==> src/rtl/pc_fetch_ctrl.sv <==
// Next-PC sequencer and fetch controller for the 16-bit single-cycle core.
// Owns the PC, evaluates branch conditions and counts taken branches.
module pc_fetch_ctrl #(
  parameter logic [15:0] RESET_PC = 16'h0000,
  parameter int          CNT_W    = 16
) (
  input  logic             clk,
  input  logic             rst,
  input  logic             stall,
  input  logic             halt_req,
  input  logic             br_valid,
  input  logic             br_type,
  input  logic [2:0]       ccc,
  input  logic [2:0]       flags,
  input  logic [8:0]       imm9,
  input  logic [15:0]      br_reg,
  output logic [15:0]      pc_out,
  output logic [15:0]      pc_plus2,
  output logic             taken,
  output logic             halted,
  output logic             fetch_valid,
  output logic [CNT_W-1:0] br_count
);

  typedef enum logic {
    RUN,
    HALT
  } state_t;

  state_t            state;
  state_t            state_nxt;
  logic [15:0]       pc;
  logic [15:0]       pc_nxt;
  logic [15:0]       b_off;
  logic [15:0]       target;
  logic [CNT_W-1:0]  cnt;
  logic [CNT_W-1:0]  cnt_nxt;
  logic              cond;
  logic              run;
  logic              f_n;
  logic              f_z;
  logic              f_v;

  assign f_n = flags[2];
  assign f_z = flags[1];
  assign f_v = flags[0];

  always_comb begin
    cond = 1'b0;
    case (ccc)
      3'b000: cond = ~f_z;
      3'b001: cond = f_z;
      3'b010: cond = ~f_z & ~f_n;
      3'b011: cond = f_n;
      3'b100: cond = f_z | (~f_z & ~f_n);
      3'b101: cond = f_n | f_z;
      3'b110: cond = f_v;
      3'b111: cond = 1'b1;
      default: cond = 1'b0;
    endcase
  end

  assign run      = (state == RUN);
  assign pc_plus2 = pc + 16'd2;
  // Word offset: sign-extend then scale to bytes.
  assign b_off    = {{6{imm9[8]}}, imm9, 1'b0};
  assign target   = br_type ? br_reg : (pc_plus2 + b_off);
  assign taken    = run & ~stall & ~halt_req & br_valid & cond;

  always_comb begin
    state_nxt = state;
    pc_nxt    = pc_plus2;
    cnt_nxt   = cnt;
    if (!run || stall) begin
      pc_nxt = pc;
    end else if (halt_req) begin
      pc_nxt    = pc;
      state_nxt = HALT;
    end else if (taken) begin
      pc_nxt = target;
      if (cnt != '1)
        cnt_nxt = cnt + CNT_W'(1);
    end
  end

  always_ff @(posedge clk) begin
    if (rst) begin
      state <= RUN;
      pc    <= RESET_PC;
      cnt   <= '0;
    end else begin
      state <= state_nxt;
      pc    <= pc_nxt;
      cnt   <= cnt_nxt;
    end
  end

  assign pc_out      = pc;
  assign halted      = (state == HALT);
  assign fetch_valid = run & ~stall;
  assign br_count    = cnt;

endmodule

==> config.mk <==
export PLATFORM = sky130hd
export DESIGN_NAME = pc_fetch_ctrl
export DESIGN_NICKNAME = d
export VERILOG_FILES = /design/src/rtl/pc_fetch_ctrl.sv
export SDC_FILE = /design/constraint.sdc
export NUM_CORES = 1
export LEC_CHECK = 0
export BUFFER_PORTS_ARGS = -buffer_cell sky130_fd_sc_hd__buf_2
export CORE_AREA = 2 2 77 79
export DETAILED_ROUTE_END_ITERATION = 8
export DIE_AREA = 0 0 79 81
export PLACE_DENSITY = 0.79
export SETUP_SLACK_MARGIN = 0.4
export SKIP_CTS_REPAIR_TIMING = 1
export SYNTH_ARGS = -nofsm -noshare
export SYNTH_HDL_FRONTEND = slang
export SYNTH_SLANG_ARGS = --single-unit
==> constraint.sdc <==
create_clock -name clk -period 2.85 [get_ports clk]
set_input_delay 0 -clock clk [delete_from_list [all_inputs] [get_ports clk]]
set_output_delay 0 -clock clk [all_outputs]
set_load 0.01 [all_outputs]
; Word level (Yosys, flattened, before mapping)
; Index checks and enable logic that the tools add are counted.
; Widths: inputs -> output; s select.
[word_totals]
ff_bits = 33
in_bits = 37
[op_classes]
addsub = 3
eq_ne = 8
n_mux = 3
bitwise_logic = 13
reduce_logical = 5
[op_table]
columns = operator, n
row1 = $mux 16, 2
row2 = $add 16x1->16 const B, 1
row3 = $add 16x16->16, 1
row4 = $add 16x2->16 const B, 1
row5 = $ne 16x16->1 const B, 1
row6 = $eq 3x3->1 const B, 4
row7 = $pmux 1 s8, 1
row8 = $eq 3x2->1 const B, 2
row9 = $not 1->1, 6
row10 = $and 1x1->1, 5
row11 = $reduce_and 2->1, 2
row12 = $reduce_and 4->1, 1
row13 = $eq 3x1->1 const B, 1
row14 = $logic_not 3->1, 1
row15 = $or 1x1->1, 2
row16 = $logic_or 1x1->1, 1

; Longest topological paths before layout
; Gate-level depths: netlist of the first run.
[depth]
word_depth = 6
ltp_mapped = 12
depth_no_buf = 12

; Worst setup path before layout of the first run
; No wires, ideal clock.
[synth_timing]
path_type = register to register
startpoint = register pc[1], in the netlist pc_out[1]
endpoint = register pc[13], in the netlist pc_out[13]
setup_time_ns = 0.126
t_arrival_ns = 2.686
setup_slack_ns = 0.038
stages_incl_launch_ff = 12
path_buffers = 0
synth_period_minus_slack_ns = 2.812
cell_sequence = dfxtp_1 ha_1 nand3_1 or3_1 nor2_1 xor2_1 ha_1 nand2_1 o21a_1 and3_1 o41ai_1 a21oi_1
[synth_via]
elab_chain_cells = 4
[synth_rtl]
columns = item, line
row1 = start: declaration, 32  ; logic [15:0] pc;
row2 = start signal: assignment, 93  ; pc <= pc_nxt;
row3 = $add 16x2->16, 64  ; assign pc_plus2 = pc + 16'd2;
row4 = named net pc_plus2[11], 18  ; output logic [15:0] pc_plus2,
row5 = $add 16x16->16, 67  ; assign target = br_type ? br_reg : (pc_plus2 + b_off);
row6 = $mux 16, 67
row7 = $mux 16, 79  ; end else if (taken) begin
; The timed path passes the listed nets, and every way through them passes these cells.
; A chain may end at the register's enable or synchronous reset.

; Final worst setup path of the first run
[layout_timing]
startpoint = register pc[1], in the netlist pc_out[1]
endpoint = register pc[8], in the netlist pc_out[8]
[layout_via]
elab_chain_cells = 4
[layout_rtl]
columns = item, line
row1 = $add 16x2->16 *, 64
row2 = $add 16x16->16, 67
row3 = $mux 16, 67
row4 = $mux 16 *, 79
; Mark *: on every way between the ends. The rest lies on a longest branch, timed or not.

==> impl_metrics.csv, run 1 <==
group,metric,value,unit
outcome,status,"finished with violations",
outcome,violations,"negative hold slack",
synth,ys.warnings.count,0,
min_path,hold_path_class,"in2reg",
sta,report.final.setup_viol,0,
critical_path,reg2reg_from,"pc_out[1]",
drt,initialDrtViolationCount,285,
clock_tree,cts_buffer_depth,2,
sta,max_freq,0.375,GHz
global_route,grt_pass1_vias,2867,
sta,fin_tns_setup,0,ns
critical_path,worst-r2r-cell-count,11,
critical_path,critPathCapture,"pc_out[8]",
die,die_w,79,um
cells_and_area,multi_input_area,0.00237,mm^2
synth,post_synth_top_area_share,0.235,
die,initial_utilization,0.495,
global_route,grt-ovfl-total,0,
critical_path,arrival,2.83,ns
synth,synthesis.nets,415,
die,design.portCount,88,
synth,synth_cell_types,62,
power_and_ir_drop,internal_power,774,uW
cells_and_area,final_cell_mix,"buf_2 (87), nor2_1 (33), dfxtp_1 (23)",
power_and_ir_drop,comb_pwr_share,0.269,
sta,final.period_utilization,0.937,
power_and_ir_drop,p_per_area,304,mW/mm^2
synth,synth_cells,358,
power_and_ir_drop,total_leakage_power,0.00164,uW
sta,rsz_0062_raised_after_global_routing,"true",
cells_and_area,final_core_utilization,0.680,
sta,timing.final.crit_period,2.67,ns
sta,setup_ws,0.180,ns
synth,synth_sequential_area_ratio,0.235,
sta,final_report_max_slew_violation_count,0,
cells_and_area,final-instance-count-excl-fill,531,
drt,drt-pass1-iter-count,7,
synth,ys_seq_elements,33,
clock_tree,clk_latency,0.31,ns
critical_path,rrSetupSlack,0.18,ns
global_route,number_of_antenna_violations_at_the_first_check_in_global_routing,0,
synth,biggest_area_consumer_among_synthesized_cells,"dfxtp_1",
clock_tree,cts-root-buf,"clkbuf_8",
cells_and_area,layout.cells.most_common,"buf_2",
drt,number_of_remaining_drc_errors,0,
critical_path,path_class,"reg2reg",
placed_design,io_buffers,87,
critical_path,cp_max_fo,5,
die,core_area,0.00568,mm^2
cells_and_area,register_area,693,um^2
synth,postSynth.asyncResetShare,0,
sta,slew_headroom,0.522,
drt,via_count,3229,
synth,dominantRegCellSynth,"dfxtp_1",
min_path,min-delay-start,"halt_req",
placed_design,replace_congestion,0.967,
power_and_ir_drop,p_clk_frac,0.316,
critical_path,cp-start-kind,"register",
cells_and_area,num-nets-final,512,
power_and_ir_drop,vdd_drop_max,0.231,mV
cells_and_area,areaGrowthSynthToFinish,37.5,%
synth,ys_top_cells_by_area,"dfxtp_1 (24%), ha_1 (8.5%), xnor2_1 (7.8%)",
die,rows,28,
sta,timing_worst_slew_pin_value,0.717,ns
clock_tree,cts_buffers,5,
power_and_ir_drop,switching_share,0.341,
placed_design,hpwlAfterDp,6270,um
sta,final.hold.worst_slack,-0.00846,ns
min_path,hold-path-cell-count,3,
clock_tree,count_of_h_tree_levels_built_during_cts,2,
global_route,grt_util_all_layers,0.265,
synth,synth_area,0.00281,mm^2
power_and_ir_drop,switching_power,400,uW
critical_path,timing.rr.end,"pc_out[8]",
sta,timing_hold_violations_final,2,
sta,worst_clock_skew,0.0132,ns
cells_and_area,fillerInstances,499,
critical_path,critPathLaunch,"pc_out[1]",
critical_path,worstSetupEndpointType,"register",
cells_and_area,num_antenna_cells,0,
placed_design,post-place-ws,0.130,ns
run,drv_cap,0,
die,chipHeight,81,um
clock_tree,clock_sinks,33,
global_route,global_route_wire_length_before_repair,13400,um
drt,drt-vias-per-instance,6.08,
critical_path,endpoint_required_time_on_the_critical_path,3.01,ns
die,die_area,0.00640,mm^2
drt,finalWirelength,8900,um
power_and_ir_drop,sequentialPowerShare,0.415,
global_route,grt_start_max_net_pins,37,
clock_tree,cts_tree,"built",
clock_tree,worst_setup_hold_path_clk_slew,0.08,ns
placed_design,dpl.cell_count,512,
drt,wire_per_inst,16.8,um
cells_and_area,drive_above_1_share,0.388,
drt,antenna_violating_nets_post_route,0,
synth,synth-edff-count,0,
synth,synth_area_per_cell,7.84,um^2
## logic make-up after synthesis
group | count (synthesis) | synth area share
simple gates | 135 | 0.258
fa+ha+maj | 20 | 0.0918
flops | 33 | 0.235
mux | 5 | 0.0187
buf+inv | 30 | 0.0508
xor+xnor | 29 | 0.0905
compound gates | 106 | 0.255
## worst max-delay path: stages (launching register included)
cell      delay [ns]
dfxtp_4         0.38
ha_4            0.17
and3_4          0.23
nand3_4         0.10
xnor2_4         0.23
ha_4            0.25
a211o_1         0.29
buf_4           0.15
o21ai_0         0.28
xnor2_1         0.11
o211ai_1        0.24
a31oi_1         0.11
## synth_stat cells, drive strengths merged, types with 6 or more instances
cell type / count
dfxtp: 33
nor3: 16
a211oi: 7
nand2b: 6
xnor2: 25
o211ai: 6
a31oi: 8
nand3: 14
nand4: 8
a21oi: 26
clkbuf: 7
o21ai: 26
and3: 10
ha: 19
inv: 18
nand2: 23
nor2: 36
## flip-flops by register name, indices dropped and copies added (netlist names)
| register | flops |
|---|---|
| pc_out | 16 |
| br_count | 16 |
| halted | 1 |
## layout make-up
cell class,count,share of cell area
repair buffers,102,0.143
well taps,75,0.0243
clock inverters,3,0.00421
inverters,18,0.0175
flip-flops and latches,33,0.180
clock buffers,5,0.0178
multi-input cells,295,0.613
## how the worst min path moves through the flow
stage                   to  slack [ns]
6_report            halted      -0.008
3_5_place_dp     pc_out[0]        0.26
2_1_floorplan  fetch_valid        0.04
3_3_place_gp     pc_out[0]        0.24
5_1_grt             halted        0.01
4_1_cts          pc_out[0]       -0.05
## through the flow
step,total power (uW),cell area (um^2)
floorplan,676,3010
global placement,760,3490
detailed placement,768,3490
CTS,1130,3580
global route,1220,3860
finish,1170,3860
## power groups by stage
stage	logic [uW]	registers, uW	clock network (uW)
after global routing	345	489	389
after CTS	271	487	374
final	316	486	371
after global placement	262	498	0
after detailed placement	270	498	0
after floorplan	176	500	0
## routing by layer
metal | part of all wire | GRT usage | up-vias
met3 | 0.073 | 0.0544 | 20
met5 | 0 | 0 | -
li1 | - | - | 1525
met1 | 0.41 | 0.339 | 1535
met2 | 0.49 | 0.442 | 149
met4 | 0.023 | 0.100 | 0
No activity file was read; power rests on OpenSTA's default activity.
==> run 2, diff against run 1 <==
--- a/config.mk
+++ b/config.mk
@@ -6,10 +6,11 @@
 export NUM_CORES = 1
 export LEC_CHECK = 0
 export BUFFER_PORTS_ARGS = -buffer_cell sky130_fd_sc_hd__buf_2
-export CORE_AREA = 2 2 77 79
+export CORE_AREA = 2 2 76 78
+export CTS_BUF_LIST = sky130_fd_sc_hd__clkbuf_4 sky130_fd_sc_hd__clkbuf_8
 export DETAILED_ROUTE_END_ITERATION = 8
-export DIE_AREA = 0 0 79 81
-export PLACE_DENSITY = 0.79
+export DIE_AREA = 0 0 78 80
+export PLACE_DENSITY = 0.81
 export SETUP_SLACK_MARGIN = 0.4
 export SKIP_CTS_REPAIR_TIMING = 1
 export SYNTH_ARGS = -nofsm -noshare
==> impl_metrics.csv, run 2 (synthesized netlist as in run 1, its figures left out) <==
group,metric,value,unit
global_route,grt_util_all_layers,0.267,
die,initial_utilization,0.519,
drt,drt-vias-per-instance,6.08,
power_and_ir_drop,comb_pwr_share,0.267,
critical_path,arrival,2.77,ns
global_route,global_route_wire_length_before_repair,13500,um
sta,report.final.setup_viol,0,
die,rows,27,
critical_path,path_cells,"nand4_1 > buf_4 > nor3_4 > buf_4 > xnor2_1 > ha_4 > a21oi_1 > o21a_1 > a22o_1 > o21ai_2 > xnor2_1 > a2bb2oi_1",
critical_path,worst-r2r-cell-count,12,
clock_tree,cts-root-buf,"clkbuf_8",
critical_path,cp_max_fo,6,
sta,fin_tns_setup,0,ns
critical_path,reg2reg_from,"pc_out[9]",
placed_design,io_buffers,87,
clock_tree,cts_buffers,5,
critical_path,cp-start-kind,"register",
clock_tree,cts_buffer_depth,2,
clock_tree,clk_latency,0.30,ns
cells_and_area,final_cell_mix,"buf_2 (87), nor2_1 (33), nand2_1 (22), a21oi_1 (22), dfxtp_1 (22)",
clock_tree,clock_sinks,33,
run,drv_cap,0,
clock_tree,cts_tree,"built",
global_route,grt_pass1_vias,2844,
sta,timing_worst_slew_pin_value,0.722,ns
critical_path,worstSetupEndpointType,"register",
global_route,grt-ovfl-total,0,
critical_path,rrSetupSlack,0.25,ns
die,die_area,0.00624,mm^2
die,core_area,0.00541,mm^2
sta,worst_clock_skew,0.00450,ns
sta,final.hold.worst_slack,0.0123,ns
drt,antenna_violating_nets_post_route,0,
power_and_ir_drop,switching_share,0.338,
clock_tree,worst_setup_hold_path_clk_slew,0.08,ns
cells_and_area,fillerInstances,413,
global_route,grt_start_max_net_pins,37,
placed_design,hpwlAfterDp,6130,um
critical_path,path_class,"reg2reg",
die,die_w,78,um
power_and_ir_drop,vdd_drop_max,0.199,mV
cells_and_area,num-nets-final,516,
die,chipHeight,80,um
power_and_ir_drop,p_clk_frac,0.317,
power_and_ir_drop,internal_power,771,uW
drt,finalWirelength,8810,um
critical_path,endpoint_required_time_on_the_critical_path,3.02,ns
drt,drt-pass1-iter-count,6,
sta,timing_hold_violations_final,0,
drt,via_count,3233,
critical_path,critical-path-slowest-cell,"dfxtp_4",
die,design.portCount,88,
sta,slew_headroom,0.519,
power_and_ir_drop,sequentialPowerShare,0.417,
cells_and_area,areaGrowthSynthToFinish,39.3,%
sta,max_freq,0.385,GHz
power_and_ir_drop,p_per_area,298,mW/mm^2
cells_and_area,num_antenna_cells,0,
cells_and_area,layout.cells.most_common,"buf_2",
sta,final_report_max_slew_violation_count,0,
critical_path,timing.rr.end,"pc_out[15]",
critical_path,peak_per_stage_delay_on_the_critical_path,0.41,ns
critical_path,critPathLaunch,"pc_out[9]",
drt,initialDrtViolationCount,214,
global_route,number_of_antenna_violations_at_the_first_check_in_global_routing,0,
sta,final.period_utilization,0.911,
sta,rsz_0062_raised_after_global_routing,"true",
drt,wire_per_inst,16.6,um
placed_design,replace_congestion,0.890,
placed_design,dpl.cell_count,508,
drt,number_of_remaining_drc_errors,0,
cells_and_area,final-instance-count-excl-fill,532,
power_and_ir_drop,total_leakage_power,0.00166,uW
outcome,status,"finished, final reports clean",
critical_path,critPathCapture,"pc_out[15]",
min_path,hold_path_class,"in2reg",
cells_and_area,drive_above_1_share,0.385,
sta,timing.final.crit_period,2.60,ns
clock_tree,count_of_h_tree_levels_built_during_cts,2,
power_and_ir_drop,switching_power,393,uW
## run 2: power groups by stage
stage | Sequential [uW] | Clock [uW] | Combinational, uW
floorplan | 500 | 0 | 176
global placement | 497 | 0 | 260
detailed placement | 498 | 0 | 268
CTS | 487 | 371 | 269
global route | 487 | 390 | 337
finish | 485 | 369 | 310
## run 2: area by class of cell
type,instances,area (um^2),share of cell area
Multi-Input combinational cell,295,2390,0.610
Clock inverter,3,16.3,0.00416
Clock buffer,5,68.8,0.0176
Sequential cell,33,699,0.179
Inverter,18,67.6,0.0173
Timing Repair Buffer,106,583,0.149
Tap cell,72,90.1,0.0230
## run 2: metal layers
metal  vias up  GRT usage  share of wire
li1       1534          -              -
met1      1522      0.349           0.42
met2       150      0.444           0.49
met3        27     0.0385          0.065
met4         0      0.105          0.027
met5         -          0              0
## run 2: per-stage QoR
stage / power, uW / setup slack (ns) / cell area, um^2 / util
after floorplan: 676 / 0.365 / 3010 / -
after global placement: 757 / 0.231 / 3480 / 0.644
after detailed placement: 766 / 0.190 / 3480 / 0.644
after CTS: 1130 / 0.173 / 3570 / 0.660
after global routing: 1210 / 0.190 / 3910 / 0.724
final: 1160 / 0.254 / 3910 / 0.724
## run 2: worst min path at each step
stage	startpoint	endpoint	slack [ns]	depth (start not counted)
after floorplan	stall	fetch_valid	0.04	1
after global placement	br_reg[0]	pc_out[0]	0.24	3
after detailed placement	br_reg[0]	pc_out[0]	0.25	3
after CTS	br_reg[0]	pc_out[0]	-0.05	3
after global routing	br_reg[10]	pc_out[10]	0.01	3
final	halt_req	halted	0.01	3
## run 2: worst max-delay path, delay by kind of cell (launching register included)
kind | cells | cell delay (ns)
compound gates | 5 | 0.70
flops | 1 | 0.41
xor+xnor | 2 | 0.36
buf+inv | 2 | 0.34
fa+ha+maj | 1 | 0.30
simple gates | 2 | 0.34
